$ cat config.mk
export PLATFORM = sky130hd
export DESIGN_NAME = button_event_port
export DESIGN_NICKNAME = d
export VERILOG_FILES = /design/src/rtl/button_event_port.sv
export SDC_FILE = /design/constraint.sdc
export NUM_CORES = 1
export LEC_CHECK = 0
export ABC_AREA = 1
export CAP_MARGIN = 40
export CORE_MARGIN = 1.5
export CORE_UTILIZATION = 49
export DETAILED_ROUTE_END_ITERATION = 12
export PLACE_DENSITY = 0.82
export SYNTH_ARGS = -nofsm -noshare
export SYNTH_HDL_FRONTEND = slang
export SYNTH_SLANG_ARGS = --single-unit
$ cat constraint.sdc
create_clock -name clock -period 3.65 [get_ports clock]
set_input_delay 1.095 -clock clock [delete_from_list [all_inputs] [get_ports clock]]
set_output_delay 1.095 -clock clock [all_outputs]
set_load 0.005 [all_outputs]
$ cat src/rtl/button_event_port.sv
// Wishbone slave that turns raw push-button pins into debounced levels plus
// sticky press/release event flags, with a maskable level interrupt.
//
// Ports:
//   clock, reset        bus clock, synchronous active-high reset
//   buttons             raw asynchronous button pins
//   wb_cyc_i/stb_i/we_i wishbone cycle, strobe, write enable
//   wb_adr_i            word select: 0 STATE, 1 PRESS (W1C), 2 RELEASE (W1C), 3 IRQ_EN
//   wb_dat_i/wb_dat_o   write data / registered read data (0 when no ack)
//   wb_ack_o            single-cycle acknowledge
//   levels              debounced pressed state, 1 = pressed
//   interrupt           |((PRESS|RELEASE) & IRQ_EN), registered
module button_event_port #(
    parameter int unsigned NUM_BUTTONS = 3,
    parameter int unsigned SAMPLE_DIV  = 16384,
    parameter int unsigned DB_SAMPLES  = 4,
    parameter bit          ACTIVE_LOW  = 1'b1
) (
    input  logic                   clock,
    input  logic                   reset,
    input  logic [NUM_BUTTONS-1:0] buttons,
    input  logic                   wb_cyc_i,
    input  logic                   wb_stb_i,
    input  logic                   wb_we_i,
    input  logic [1:0]             wb_adr_i,
    input  logic [31:0]            wb_dat_i,
    output logic [31:0]            wb_dat_o,
    output logic                   wb_ack_o,
    output logic [NUM_BUTTONS-1:0] levels,
    output logic                   interrupt
);

    localparam int unsigned CNT_W = (SAMPLE_DIV > 1) ? $clog2(SAMPLE_DIV) : 1;

    logic [NUM_BUTTONS-1:0] r_sync1;
    logic [NUM_BUTTONS-1:0] r_sync2;
    logic [CNT_W-1:0]       r_presc;
    logic [DB_SAMPLES-1:0]  r_sh [NUM_BUTTONS];
    logic [NUM_BUTTONS-1:0] r_levels;
    logic [NUM_BUTTONS-1:0] r_press;
    logic [NUM_BUTTONS-1:0] r_release;
    logic [NUM_BUTTONS-1:0] r_irq_en;
    logic                   r_irq;
    logic                   r_ack;
    logic [31:0]            r_dat;

    logic [NUM_BUTTONS-1:0] w_s;
    logic                   w_tick;
    logic [NUM_BUTTONS-1:0] w_lvl_nxt;
    logic [NUM_BUTTONS-1:0] w_rise;
    logic [NUM_BUTTONS-1:0] w_fall;
    logic                   w_req;
    logic                   w_wr;
    logic [NUM_BUTTONS-1:0] w_clr_press;
    logic [NUM_BUTTONS-1:0] w_clr_release;
    logic [31:0]            w_rd_data;
    logic                   w_unused_dat;

    // Synchronised pins in "pressed = 1" sense
    assign w_s    = ACTIVE_LOW ? ~r_sync2 : r_sync2;
    assign w_tick = (r_presc == CNT_W'(SAMPLE_DIV - 1));

    // Level changes only once the whole sample window agrees
    always_comb begin
        w_lvl_nxt = r_levels;
        for (int i = 0; i < int'(NUM_BUTTONS); i++) begin
            if (&r_sh[i]) begin
                w_lvl_nxt[i] = 1'b1;
            end else if (~|r_sh[i]) begin
                w_lvl_nxt[i] = 1'b0;
            end
        end
    end

    assign w_rise = w_lvl_nxt & ~r_levels;
    assign w_fall = ~w_lvl_nxt & r_levels;

    // Bus decode; a request is accepted only on the cycle its ack is generated
    assign w_req         = wb_cyc_i & wb_stb_i & ~r_ack;
    assign w_wr          = w_req & wb_we_i;
    assign w_clr_press   = (w_wr && wb_adr_i == 2'd1) ? wb_dat_i[NUM_BUTTONS-1:0] : '0;
    assign w_clr_release = (w_wr && wb_adr_i == 2'd2) ? wb_dat_i[NUM_BUTTONS-1:0] : '0;
    assign w_unused_dat  = ^wb_dat_i;

    always_comb begin
        w_rd_data = 32'd0;
        case (wb_adr_i)
            2'd0:    w_rd_data = 32'(r_levels);
            2'd1:    w_rd_data = 32'(r_press);
            2'd2:    w_rd_data = 32'(r_release);
            default: w_rd_data = 32'(r_irq_en);
        endcase
    end

    always_ff @(posedge clock) begin
        if (reset) begin
            r_sync1   <= '0;
            r_sync2   <= '0;
            r_presc   <= '0;
            for (int i = 0; i < int'(NUM_BUTTONS); i++) begin
                r_sh[i] <= '0;
            end
            r_levels  <= '0;
            r_press   <= '0;
            r_release <= '0;
            r_irq_en  <= '0;
            r_irq     <= 1'b0;
            r_ack     <= 1'b0;
            r_dat     <= 32'd0;
        end else begin
            r_sync1 <= buttons;
            r_sync2 <= r_sync1;
            r_presc <= w_tick ? '0 : r_presc + CNT_W'(1);
            if (w_tick) begin
                for (int i = 0; i < int'(NUM_BUTTONS); i++) begin
                    r_sh[i] <= {r_sh[i][DB_SAMPLES-2:0], w_s[i]};
                end
            end
            r_levels  <= w_lvl_nxt;
            // Event set takes priority over a same-cycle software clear
            r_press   <= (r_press & ~w_clr_press) | w_rise;
            r_release <= (r_release & ~w_clr_release) | w_fall;
            if (w_wr && wb_adr_i == 2'd3) begin
                r_irq_en <= wb_dat_i[NUM_BUTTONS-1:0];
            end
            r_irq <= |((r_press | r_release) & r_irq_en);
            r_ack <= w_req;
            r_dat <= (w_req && !wb_we_i) ? w_rd_data : 32'd0;
        end
    end

    assign wb_dat_o  = r_dat;
    assign wb_ack_o  = r_ack;
    assign levels    = r_levels;
    assign interrupt = r_irq;

endmodule

==> results_tabular.tex <==
\begin{tabular}{lr}
\hline
Metric & Value \\
\hline
\multicolumn{2}{l}{\textbf{Layout}} \\
\quad Flip-flop and latch area & 1100 µm² \\
\quad Final-layout fill cell count & 442 \\
\quad Multi-input gate area & 992 µm² \\
\quad Filler-free cell count of the finished design & 361 \\
\quad Final net count & 349 \\
\quad Fraction of layout cells with a size suffix above 1 & 0.0814 \\
\quad Number of antenna cells inserted & 0 \\
\quad Synthesis-to-finish area growth & 8.95\% \\
\multicolumn{2}{l}{\textbf{Setup path}} \\
\quad Total buffers and inverters traversed by the critical path & 1 \\
\quad CP startpoint kind & flip-flop \\
\quad Largest delay contributor family on the critical path & buffers and inverters \\
\quad Crit Path Class & flip-flop to output pin \\
\quad Crit path max-delay cell type & sky130\_fd\_sc\_hd\_\_clkdlybuf4s50\_1 \\
\quad Setup crit end kind & output pin \\
\quad Max incr delay on CP & 540 ps \\
\quad Critical-path cell list & clkdlybuf4s50\_1 \\
\quad Top fanout value on the critical path & 5 \\
\quad Required arrival time at the worst endpoint & 2550 ps \\
\quad Arr. time, crit path & 1260 ps \\
\multicolumn{2}{l}{\textbf{Yosys}} \\
\quad Post-Syn Area & 2360 µm² \\
\quad Ranking of synthesized cells by area & sky130\_fd\_sc\_hd\_\_dfxtp\_1, sky130\_fd\_sc\_hd\_\_edfxtp\_1, sky130\_fd\_sc\_hd\_\_buf\_4 \\
\quad Flip-flop and latch count after synthesis & 49 \\
\quad Dominant register cell in the synthesized netlist & sky130\_fd\_sc\_hd\_\_dfxtp\_1 \\
\quad Leading cell type by number of instances after synthesis & sky130\_fd\_sc\_hd\_\_nor2\_1 \\
\quad Most frequent cells after synthesis & sky130\_fd\_sc\_hd\_\_nor2\_1, sky130\_fd\_sc\_hd\_\_nand2\_1, sky130\_fd\_sc\_hd\_\_dfxtp\_1 \\
\quad Sequential area share after synthesis & 0.466 \\
\quad Number of flops mapped to enable cells by yosys & 12 \\
\quad Avg Cell Area, Syn & 8.32 µm² \\
\quad Top-area cell type share of the netlist area & 0.313 \\
\quad Instance count of the mapped netlist & 284 \\
\quad Largest area contributor in the synthesized netlist & sky130\_fd\_sc\_hd\_\_dfxtp\_1 \\
\quad Number of distinct standard cells referenced by the synthesized netlist & 26 \\
\quad Synth async-reset ratio & 0 \\
\quad Total number of yosys warnings & 0 \\
\multicolumn{2}{l}{\textbf{Power and ir drop}} \\
\quad Leakage & 1.05 nW \\
\quad Peak ir drop on the vdd network & 0.294 mV \\
\quad Power density relative to cell area & 377 nW/µm² \\
\quad Total power & 0.971 mW \\
\multicolumn{2}{l}{\textbf{STA}} \\
\quad Final Hold Fails & 0 \\
\quad Post-layout min period & 2360 ps \\
\quad Final setup violating endpoints & 0 \\
\quad Setup repair after global routing missed its margin & no \\
\quad Worst clock skew & 6.12 ps \\
\quad Highest clock frequency the design can meet & 424 MHz \\
\quad Final max-slew violation count & 0 \\
\quad Total Negative Setup Slacks & 0 ps \\
\quad Post-route clock period utilization & 0.647 \\
\multicolumn{2}{l}{\textbf{Routing}} \\
\quad Number of vias per cell after detailed routing & 4.76 \\
\quad Total routed wirelength & 3.76 mm \\
\quad Pre-antenna DRT Iters & 4 \\
\quad Met3 layer wire length in the routed design & 142 µm \\
\quad Antenna-violating nets left & 0 \\
\quad Initial DRC count & 64 \\
\quad Post-route DRC violation count & 0 \\
\quad DR WL/cell & 10.4 µm \\
\quad Total number of vias & 1718 \\
\quad Highest signal layer in the routed design & met4 \\
\quad Routed length on met1 & 1.77 mm \\
\quad Met2 routed WL & 1.79 mm \\
\multicolumn{2}{l}{\textbf{Hold path}} \\
\quad Path type of the worst min-delay path & flip-flop to flip-flop \\
\multicolumn{2}{l}{\textbf{Floorplan}} \\
\quad Area of the die & 5250 µm² \\
\quad Row Count & 25 \\
\quad X dimension of the die & 72.5 µm \\
\quad Core Footprint & 4690 µm² \\
\quad Y dimension of the die & 72.5 µm \\
\quad I/O pins & 79 \\
\quad Initial core utilization & 0.504 \\
\multicolumn{2}{l}{\textbf{Clock network}} \\
\quad TritonCTS clock tree & yes \\
\quad Buffers inserted by post-CTS timing repair & 0 \\
\quad Resize count post-CTS & 0 \\
\quad CTS hold repair buffers & 0 \\
\quad Root Buffer Master & sky130\_fd\_sc\_hd\_\_clkbuf\_8 \\
\quad Number of sinks driven by the clock tree & 49 \\
\quad Clock transition time at the flip-flop clock pins of the worst setup and hold paths & 90 ps \\
\quad Clock H-tree levels & 2 \\
\quad Clock network latency to the later pin of the worst-skew pair & 310 ps \\
\quad Number of buffers inserted during clock tree synthesis & 5 \\
\quad Clock tree buffer depth & 2 \\
\multicolumn{2}{l}{\textbf{Placed design}} \\
\quad Number of port buffers & 20 \\
\quad DP Wirelength & 2.80 mm \\
\quad Routability cong. & 0.779 \\
\quad Placed cells & 353 \\
\multicolumn{2}{l}{\textbf{GRT}} \\
\quad Via count of the first global-routing pass & 1580 \\
\quad Overflow left after global routing & 0 \\
\quad Pin count of the biggest net entering global routing & 26 \\
\quad Global-route usage over all layers & 0.163 \\
\quad Initial antenna violation count & 0 \\
\quad First-pass GRT wire length & 6.76 mm \\
\multicolumn{2}{l}{\textbf{Run}} \\
\quad MaxCap Viol Count & 0 \\
\multicolumn{2}{l}{\textbf{Run status}} \\
\quad Status & finished clean \\
\hline
\end{tabular}
==> cells by family (layout without fill, tap and decap cells) <==
group	Yosys count	count (layout)	synth area share
XOR/XNOR	6	6	0.0222
buffers and inverters	66	61	0.159
flip-flops	49	49	0.466
adder cells (fa/ha/maj)	1	1	0.00529
AND/OR/NAND/NOR	135	135	0.289
other	1	29	0.00159
AO/OA/AOI/OAI	26	26	0.0572
==> where the power goes <==
group | internal (mW) | total [mW] | switching [mW] | leakage (nW)
Combinational | 0.0276 | 0.0700 | 0.0424 | 0.595
Sequential | 0.571 | 0.581 | 0.0103 | 0.415
Clock | 0.137 | 0.320 | 0.183 | 0.0456
Total | 0.736 | 0.971 | 0.236 | 1.05
==> per-stage QoR <==
step | hold slack [ps] | worst slack, ps | instance area (µm²) | util
after global routing | 429 | 1230 | 2570 | 0.549
after global placement | 388 | 1180 | 2490 | 0.530
after floorplan | 388 | 1720 | 2470 | -
after CTS | 409 | 1270 | 2570 | 0.549
after detailed placement | 396 | 1160 | 2490 | 0.530
final | 406 | 1290 | 2570 | 0.549
==> layer usage <==
metal / global-route usage / up-vias
li1: - / 897
met1: 0.207 / 767
met2: 0.265 / 45
met3: 0.0458 / 9
met4: 0.0629 / 0
met5: 0 / -
==> layout by cell type (no fill, tap or decap), types with 10 or more instances in the layout <==
cell type	Yosys	final
sky130_fd_sc_hd__inv_1	32	32
sky130_fd_sc_hd__nand3_1	14	14
sky130_fd_sc_hd__nor2_1	44	44
sky130_fd_sc_hd__nand4_1	11	11
sky130_fd_sc_hd__a21oi_1	15	15
sky130_fd_sc_hd__dfxtp_1	37	37
sky130_fd_sc_hd__clkdlybuf4s50_1	0	20
sky130_fd_sc_hd__nand2_1	42	42
sky130_fd_sc_hd__o21ai_0	10	10
sky130_fd_sc_hd__edfxtp_1	12	12
sky130_fd_sc_hd__conb_1	1	29
==> layout make-up <==
type | instances | share of cell area
sequential | 49 | 0.428
inverter | 32 | 0.0466
multi-input combinational | 197 | 0.385
clock buffer | 6 | 0.0282
clock inverter | 2 | 0.00534
tap | 54 | 0.0262
timing repair buffer | 21 | 0.0807
==> sequential cells by signal (all words and copies together), names as in the netlist, 3 cells and up <==
register and cells:
levels 3, r_irq_en 3, r_presc 14, r_press 3
r_release 3, r_sh 12, r_sync1 3, r_sync2 3
wb_dat_o 3
==> path summary, 6_finish.rpt <==
path | startpoint | endpoint | slack (ps) | cells after the start
worst max-delay path | levels[0] | levels[0] | 1290 | 1
worst min-delay path | r_sync1[1] | r_sync2[1] | 410 | 2
worst max register to register | r_presc[0] | r_sh[0][2] | 2030 | 5
worst min register to register | r_sync1[1] | r_sync2[1] | 410 | 2
No activity file was read; power rests on OpenSTA's default activity.
